===== src/rtl/button_debounce_if.sv =====
// Button debouncer signal bundle: raw pad in, debounced level and strobes out.
// The debouncer takes the slave modport; whatever drives the pad takes the master modport.
interface button_debounce_if;
   logic btn_in;
   logic btn_level;
   logic press_pulse;
   logic release_pulse;
   logic long_press;

   modport master (
      output btn_in,
      input  btn_level,
      input  press_pulse,
      input  release_pulse,
      input  long_press
   );

   modport slave (
      input  btn_in,
      output btn_level,
      output press_pulse,
      output release_pulse,
      output long_press
   );
endinterface


===== src/rtl/button_debounce.sv =====
// Push-button conditioner: 2-flop synchronizer, polarity normalisation and counter-qualified debounce FSM.
// Define BUTTON_DEBOUNCE_LONG_PRESS_EN to enable the one-shot long_press strobe.
module button_debounce #(
   parameter bit ACTIVE_LOW        = 1'b1,
   parameter int DEBOUNCE_CYCLES   = 500000,
   parameter int LONG_PRESS_CYCLES = 4000000
) (
   input  logic               clock,
   input  logic               reset,
   button_debounce_if.slave   bus
);

   localparam int              CNT_W    = $clog2(DEBOUNCE_CYCLES + 1);
   localparam logic [CNT_W-1:0] CNT_LAST = CNT_W'(DEBOUNCE_CYCLES - 1);
   localparam logic            IDLE_PAD = ACTIVE_LOW;

   if (DEBOUNCE_CYCLES < 1 || LONG_PRESS_CYCLES < 1) begin : g_bad_params
      $error("button_debounce: DEBOUNCE_CYCLES and LONG_PRESS_CYCLES must be >= 1");
   end

   typedef enum logic [1:0] {
      RELEASED,
      PRESS_WAIT,
      PRESSED,
      RELEASE_WAIT
   } state_t;

   state_t             state_q, state_d;
   logic [CNT_W-1:0]   cnt_q, cnt_d;
   logic               sync1_q, sync2_q;
   logic               level_q, level_d;
   logic               press_q, press_d;
   logic               release_q, release_d;
   logic               sync;

   assign sync = sync2_q ^ ACTIVE_LOW;

   // Any disagreement during a WAIT state falls back to the stable state with the count discarded.
   always_comb begin
      state_d   = state_q;
      cnt_d     = cnt_q;
      level_d   = level_q;
      press_d   = 1'b0;
      release_d = 1'b0;
      case (state_q)
         RELEASED: begin
            if (sync) begin
               state_d = PRESS_WAIT;
               cnt_d   = '0;
            end
         end
         PRESS_WAIT: begin
            if (!sync) begin
               state_d = RELEASED;
               cnt_d   = '0;
            end else if (cnt_q == CNT_LAST) begin
               state_d = PRESSED;
               cnt_d   = '0;
               level_d = 1'b1;
               press_d = 1'b1;
            end else begin
               cnt_d = cnt_q + 1'b1;
            end
         end
         PRESSED: begin
            if (!sync) begin
               state_d = RELEASE_WAIT;
               cnt_d   = '0;
            end
         end
         RELEASE_WAIT: begin
            if (sync) begin
               state_d = PRESSED;
               cnt_d   = '0;
            end else if (cnt_q == CNT_LAST) begin
               state_d   = RELEASED;
               cnt_d     = '0;
               level_d   = 1'b0;
               release_d = 1'b1;
            end else begin
               cnt_d = cnt_q + 1'b1;
            end
         end
         default: begin
            state_d = RELEASED;
            cnt_d   = '0;
            level_d = 1'b0;
         end
      endcase
   end

   always_ff @(posedge clock or posedge reset) begin
      if (reset) begin
         sync1_q   <= IDLE_PAD;
         sync2_q   <= IDLE_PAD;
         state_q   <= RELEASED;
         cnt_q     <= '0;
         level_q   <= 1'b0;
         press_q   <= 1'b0;
         release_q <= 1'b0;
      end else begin
         sync1_q   <= bus.btn_in;
         sync2_q   <= sync1_q;
         state_q   <= state_d;
         cnt_q     <= cnt_d;
         level_q   <= level_d;
         press_q   <= press_d;
         release_q <= release_d;
      end
   end

   assign bus.btn_level     = level_q;
   assign bus.press_pulse   = press_q;
   assign bus.release_pulse = release_q;

`ifdef BUTTON_DEBOUNCE_LONG_PRESS_EN
   localparam int             LP_W    = $clog2(LONG_PRESS_CYCLES + 1);
   localparam logic [LP_W-1:0] LP_LAST = LP_W'(LONG_PRESS_CYCLES);

   logic [LP_W-1:0] lp_cnt_q, lp_cnt_d;
   logic            long_q, long_d;

   // Only an accepted press restarts the hold timer; a rejected release bounce keeps counting the same press.
   always_comb begin
      lp_cnt_d = lp_cnt_q;
      long_d   = 1'b0;
      if (state_q == PRESS_WAIT && state_d == PRESSED) begin
         lp_cnt_d = '0;
      end else if (state_q == PRESSED || state_q == RELEASE_WAIT) begin
         if (state_d == RELEASED) begin
            lp_cnt_d = '0;
         end else if (lp_cnt_q != LP_LAST) begin
            lp_cnt_d = lp_cnt_q + 1'b1;
            long_d   = (lp_cnt_d == LP_LAST);
         end
      end
   end

   always_ff @(posedge clock or posedge reset) begin
      if (reset) begin
         lp_cnt_q <= '0;
         long_q   <= 1'b0;
      end else begin
         lp_cnt_q <= lp_cnt_d;
         long_q   <= long_d;
      end
   end

   assign bus.long_press = long_q;
`else
   assign bus.long_press = 1'b0;
`endif

endmodule

===== src/flat_wrapper.sv =====
// flat-port wrapper written by rule: the top's interface ports become plain ports
module button_debounce_flat 
#(
   parameter bit ACTIVE_LOW        = 1'b1,
   parameter int DEBOUNCE_CYCLES   = 500000,
   parameter int LONG_PRESS_CYCLES = 4000000
)
  (clock, reset, bus_btn_in, bus_btn_level, bus_press_pulse, bus_release_pulse, bus_long_press);
  button_debounce_if bus_i ();
  input  logic clock;
  input  logic reset;
  input wire logic [$bits(bus_i.btn_in)-1:0] bus_btn_in;
  output wire logic [$bits(bus_i.btn_level)-1:0] bus_btn_level;
  output wire logic [$bits(bus_i.press_pulse)-1:0] bus_press_pulse;
  output wire logic [$bits(bus_i.release_pulse)-1:0] bus_release_pulse;
  output wire logic [$bits(bus_i.long_press)-1:0] bus_long_press;
  assign bus_i.btn_in = bus_btn_in;
  assign bus_btn_level = bus_i.btn_level;
  assign bus_press_pulse = bus_i.press_pulse;
  assign bus_release_pulse = bus_i.release_pulse;
  assign bus_long_press = bus_i.long_press;
  button_debounce #(.ACTIVE_LOW(ACTIVE_LOW), .DEBOUNCE_CYCLES(DEBOUNCE_CYCLES), .LONG_PRESS_CYCLES(LONG_PRESS_CYCLES)) u_core (.clock(clock), .reset(reset), .bus(bus_i));
endmodule

===== config.mk =====
export PLATFORM = sky130hd
export DESIGN_NAME = button_debounce_flat
export DESIGN_NICKNAME = d
export VERILOG_FILES = /design/src/rtl/button_debounce_if.sv /design/src/rtl/button_debounce.sv /design/src/flat_wrapper.sv
export SDC_FILE = /design/constraint.sdc
export NUM_CORES = 1
export LEC_CHECK = 0
export ABC_AREA = 0
export ABC_CLOCK_PERIOD_IN_PS = 5200
export BUFFER_PORTS_ARGS = -buffer_cell sky130_fd_sc_hd__buf_4
export CORE_ASPECT_RATIO = 1.25
export CORE_MARGIN = 1
export CORE_UTILIZATION = 60
export CTS_BUF_LIST = sky130_fd_sc_hd__clkbuf_16
export DETAILED_ROUTE_END_ITERATION = 16
export PLACE_DENSITY_LB_ADDON = 0.1
export SYNTH_ARGS = -nofsm -noshare
export SYNTH_HDL_FRONTEND = slang
export SYNTH_SLANG_ARGS = --single-unit

===== constraint.sdc =====
create_clock -name clock -period 5.2 [get_ports clock]
set_input_delay 0.78 -clock clock [delete_from_list [all_inputs] [get_ports clock]]
set_output_delay 0.78 -clock clock [all_outputs]
set_load 0.02 [all_outputs]

---- Word level (Yosys, flattened, before mapping) ----
Cells that the tools add are included.
operators by class
  reductions and logical operators ........ 5
  add/sub/neg operators ................... 1
  multiplexer cells ....................... 23
  equal/unequal tests ..................... 12
operators with widths
  kind                   count
  $mux 19                5
  $pmux 19 s4            1
  $add 19x1->19 const B  1
  $eq 19x19->1 const B   1
  $mux 2                 6
  $mux 1                 9
  $ne 2x1->1 const B     4
  $pmux 2 s4             1
  $reduce_and 5->1       1
  $eq 2x2->1 const B     2
  $ne 2x2->1 const B     2
  $reduce_and 4->1       1
  $ne 3x1->1 const B     1
  $ne 3x3->1 const B     1
  $eq 2x1->1 const B     1
  $logic_not 2->1        1
  $pmux 1 s2             1
  $reduce_and 2->1       1
  $reduce_bool 2->1      1
word-level totals
  bits of input ports ..................... 3
  output and inout bits ................... 4
  register bits after elaboration ......... 26

---- Longest topological paths before layout ----
  depth after elaboration ................. 4
  gate-level depth with buffers ........... 7

---- Least setup slack after synthesis ----
No wires, ideal clock.
  path kind ............................... register -> register
  start ................................... reg u_core.cnt_q[0]
  end ..................................... reg u_core.level_q, in the netlist u_core.bus.btn_level
  setup time .............................. 0.124 ns
  path buffers ............................ 0
  setup slack ............................. 3.451 ns
  clock period less this slack ............ 1.749 ns
  stages on the path, launching flop included .. 5
  arrival ................................. 1.625 ns
  data required time ...................... 5.076 ns
  path through ............................ dfrtp_1 -> ha_1 -> nand4_1 -> or4_4 -> a211o_1
between the ends
  word-level cells in the longest chain between the ends .. 3
ends and longest elaborated chain
  element                         line                                          text
  start: declaration              button_debounce.sv:29                         logic [CNT_W-1:0] cnt_q, cnt_d;
  start signal: assignment        button_debounce.sv:105                        cnt_q <= cnt_d;
  $eq 19x19->1 (*)                button_debounce.sv:56, button_debounce.sv:75
  $ne 2x1->1 (no line)            n/a
  $reduce_and 5->1 (no line) (*)  n/a
  end signal: assignment          button_debounce.sv:106                        level_q <= level_d;
  end: declaration                button_debounce.sv:31                         logic level_q, level_d;
Every way passes the cells marked *; elsewhere a longest branch is shown, timed or not.
A chain may end at the register's enable or synchronous reset.

---- Worst setup path after layout ----
  start ................................... reg u_core.cnt_q[0]
  end ..................................... reg u_core.cnt_q[15]
between the ends
  word-level cells in the longest chain between the ends .. 4
ends and longest elaborated chain
  element                                        line                                          text
  $add 19x1->19 or $eq 19x19->1 (tied branches)  n/a
  $mux 19 (*)                                    button_debounce.sv:56, button_debounce.sv:75
  $mux 19 (on tied branches)                     button_debounce.sv:72, button_debounce.sv:53
  $pmux 19 s4 (*)                                button_debounce.sv:45                         case (state_q)
Marks and branches as above.

==> results.md <==
* Result of the run: complete, no violations
* # hold bufs at CTS at 0
* Fraction of final layout cells sized beyond drive strength 1 at between 10 and 15%
* Highest-delay cell along the critical path: sky130_fd_sc_hd__o31ai_1
* Net total in the final layout at 157
* Slowest Stage Delay on Critical Path at ~1.1 ns
* Worst-path maximum fanout at 12
* Wire length per cell after detailed routing at 15.7 um
* Clock insertion delay at the later pin of the skew report at between 0.2 and 0.3 ns
* Fmax at 391 MHz
* Core box area at a little over 2000 um2
* Hold slack final at 0.356 ns
* Placement Cell Area at between 1000 and 1500 um2
* Setup Crit Path Kind: register to register
* Critical Path, Cell by Cell: ha_1 > nand4_1 > o31ai_1 > or3_1 > o221ai_1
* Antenna violations before repair at 0
* Die Area at 2450 um2
* Antenna diodes at 0
* Count of unique library cells instantiated by Yosys at 39
* Via count of the first global-routing pass at about 1000
* Tightest slew margin relative to the limit at 11.6%
* Total global-route track usage at a little over a quarter
* Input/output buffers at 5
* Std cell rows at 18
* Largest net degree at the start of global routing at 27
* Final hold viol count at 0
* Category of the worst setup path launch point: register
* Syn nets at between 150 and 200
* Avg Inst Size Synth at 9.16 um2
* Crit-path leading delay family: compound AO/OA/AOI/OAI gates
* Die Y at around 55 um
* First-pass iteration count of the detailed router at 4
* Number of maximum-capacitance constraint violations at 0
* Buf/Inv on CP at 0
* Post-CTS Setup Inserts at 0
* CTS H-Tree Depth at 1
* Overall die width at roughly 45 um
* Ratio of final minimum period to clock period at around half
* Remaining global-route overflow at 0
* CP Data Arrival Time at 2.64 ns
* Final HPWL from detailed placement at between 1500 and 2000 um
* Leak pwr at a little under 0.6 nW
* Num CTS Buffers at 3
* Effective utilization at floorplan at around two thirds
* Worst min-delay path category: register to register
* Area growth from synthesis to layout at 8.96%
* Yosys warning total at 0
* Crit path time final at around 2.6 ns
* Power density normalized to cell area at roughly 370 nW/um2
* Core utilization of the finished layout at roughly 72%
* Setup Viol. Count Final at 0
* Cell Count Post-Placement at around 180
* Tightest Pin Transition at about 1.3 ns
* Part of the Yosys area used for sequential elements at between 40% and 50%
* Post-route DRC violation count at 0
* Clk_skew at ~0.0028 ns
* Wire length of the first global-routing pass at just under 5000 um
* Count of instances resized after the clock tree is built at 0
* Number of clock sinks at 26
* Violation count after the first detailed-routing iteration at 50
* Setup tns final at 0 ns
* Worst vdd ir at about 0.00027 V
* Clock transition at the registers of the reported paths at 0.06 ns
* Combined area of all synthesized cells at around 1400 um2
* Total length of routed wires at around 2900 um
* Summed area of non-filler cells in the final layout at ~1500 um2
* Final weighted congestion in routability-driven placement at 0.866
* Worst R2R Setup Slack at between 2 and 3 ns
* Endpoint class of the critical path: register
* Via count of the routed design at 1122
* Post-synthesis cell count at 148
* Number of synthesized register bits at 26
* Most frequent standard cell in the layout excluding fill and tap cells: sky130_fd_sc_hd__dfrtp_1
* Unrepaired setup endpoints after global routing: no
* Clock Tree Root: sky130_fd_sc_hd__clkbuf_16
* Number of nets still failing antenna checks after routing at 0
* Detail-routed via count per cell at a little over 6
* Number of primary I/O pins at 7
* TritonCTS clock tree: yes
* Critical path data required time at roughly 5.3 ns
* Clock Tree Buf Depth at 2
* Fin cells at between 150 and 200
* Final-report max-slew violation count at 0
* Most used cells in the layout excluding fill and tap cells: sky130_fd_sc_hd__dfrtp_1, sky130_fd_sc_hd__nand2_1, sky130_fd_sc_hd__nand3_1
[Yosys cell counts]
| cell type | number | area, um2 |
|---|---|---|
| sky130_fd_sc_hd__o221ai_1 | 1 | 8.76 |
| sky130_fd_sc_hd__o31ai_1 | 2 | 15.0 |
| sky130_fd_sc_hd__or3_1 | 8 | 50.1 |
| sky130_fd_sc_hd__xor2_1 | 2 | 17.5 |
| sky130_fd_sc_hd__a211o_1 | 1 | 8.76 |
| sky130_fd_sc_hd__a22o_1 | 1 | 8.76 |
| sky130_fd_sc_hd__or3_2 | 1 | 7.51 |
| sky130_fd_sc_hd__buf_2 | 2 | 10.0 |
| sky130_fd_sc_hd__nor3_2 | 1 | 10.0 |
| sky130_fd_sc_hd__o21ai_0 | 12 | 60.1 |
| sky130_fd_sc_hd__clkbuf_1 | 1 | 3.75 |
| sky130_fd_sc_hd__nor2_1 | 7 | 26.3 |
| sky130_fd_sc_hd__nand3_2 | 1 | 10.0 |
| sky130_fd_sc_hd__or4_4 | 1 | 11.3 |
| sky130_fd_sc_hd__ha_1 | 1 | 12.5 |
| sky130_fd_sc_hd__or4_1 | 1 | 7.51 |
| sky130_fd_sc_hd__a21boi_0 | 1 | 7.51 |
| sky130_fd_sc_hd__o21bai_1 | 1 | 7.51 |
| sky130_fd_sc_hd__and2_1 | 1 | 6.26 |
| sky130_fd_sc_hd__o211ai_1 | 1 | 7.51 |
| sky130_fd_sc_hd__dfrtp_1 | 24 | 601 |
| sky130_fd_sc_hd__xnor2_1 | 3 | 26.3 |
| sky130_fd_sc_hd__buf_4 | 1 | 7.51 |
| sky130_fd_sc_hd__a31oi_1 | 2 | 12.5 |
| sky130_fd_sc_hd__or2_2 | 1 | 6.26 |
| sky130_fd_sc_hd__dfstp_2 | 2 | 52.6 |
| sky130_fd_sc_hd__conb_1 | 1 | 3.75 |
| sky130_fd_sc_hd__buf_6 | 1 | 11.3 |
| sky130_fd_sc_hd__nand4_1 | 7 | 43.8 |
| sky130_fd_sc_hd__o311ai_0 | 1 | 8.76 |
| sky130_fd_sc_hd__and3_1 | 1 | 6.26 |
| sky130_fd_sc_hd__a21oi_1 | 5 | 25.0 |
| sky130_fd_sc_hd__nor4b_2 | 2 | 30.0 |
| sky130_fd_sc_hd__o31a_2 | 1 | 10.0 |
| sky130_fd_sc_hd__nand2_1 | 23 | 86.3 |
| sky130_fd_sc_hd__nor3_1 | 2 | 10.0 |
| sky130_fd_sc_hd__nor4_2 | 1 | 12.5 |
| sky130_fd_sc_hd__nand3_1 | 15 | 75.1 |
| sky130_fd_sc_hd__inv_1 | 8 | 30.0 |
[metal layers]
| layer | part of all wire [%] | vias to the layer above | wire (um) | track usage (%) |
|---|---|---|---|---|
| met4 | 2.7 | 0 | 77 | 15.2 |
| met3 | 4.7 | 9 | 135 | 3.57 |
| met1 | 43 | 529 | 1240 | 35.1 |
| met5 | 0 | - | 0 | 0 |
| met2 | 49 | 44 | 1400 | 44.6 |
| li1 | - | 540 | - | - |
[kinds of logic (layout without fill, tap and decap cells)]
| kind of cell | after synthesis | after routing | synth area share, % |
|---|---|---|---|
| AO/OA/AOI/OAI | 29 | 29 | 13.3 |
| XOR/XNOR | 5 | 5 | 3.23 |
| adder cells (fa/ha/maj) | 1 | 1 | 0.923 |
| buffers and inverters | 13 | 17 | 4.62 |
| flip-flops | 26 | 26 | 48.2 |
| other | 1 | 1 | 0.277 |
| AND/OR/NAND/NOR | 73 | 73 | 29.5 |
[stage by stage]
step	total power, mW	setup slack, ns
2_1_floorplan	0.343	3.45
3_3_place_gp	0.369	2.87
3_5_place_dp	0.373	2.79
4_1_cts	0.542	2.71
5_1_grt	0.570	2.52
6_report	0.542	2.64
[flip-flops by register name (all words and copies together) (netlist names), named ones only]
name	cells
u_core.cnt_q	19
u_core.bus.btn_level	1
u_core.bus.press_pulse	1
u_core.bus.release_pulse	1
u_core.state_q	1
u_core.sync1_q	1
u_core.sync2_q	1
[report_power, final]
part | internal, mW | leakage, nW | switching (mW)
logic | 0.0346 | 0.201 | 0.0961
clock network | 0.103 | 0.0385 | 0.0669
registers | 0.220 | 0.351 | 0.0219
[cell type report]
cell class	count	area [um2]
Multi-Input combinational cell	109	639
Clock buffer	3	75.1
Inverter	8	30.0
Sequential cell	26	653
Fill cell	157	573
Timing Repair Buffer	5	37.5
Tap cell	30	37.5
Clock inverter	1	3.75
[worst paths after layout]
path / endpoint / cells after the start / from
max: u_core.cnt_q[15] / 5 / u_core.cnt_q[0]
min: u_core.sync2_q / 0 / u_core.sync1_q
max reg2reg: u_core.cnt_q[15] / 5 / u_core.cnt_q[0]
min reg2reg: u_core.sync2_q / 0 / u_core.sync1_q
max in group asynchronous: u_core.bus.press_pulse / 2 / reset
min in group asynchronous: u_core.cnt_q[3] / 2 / reset
[worst reg2reg max path: stages (launching register included)]
cell and delay, ns:
sky130_fd_sc_hd__dfrtp_1 0.43, sky130_fd_sc_hd__ha_1 0.26, sky130_fd_sc_hd__nand4_1 0.21, sky130_fd_sc_hd__o31ai_1 1.13
sky130_fd_sc_hd__or3_1 0.24, sky130_fd_sc_hd__o221ai_1 0.10
Power figures use the tool's default switching activity.
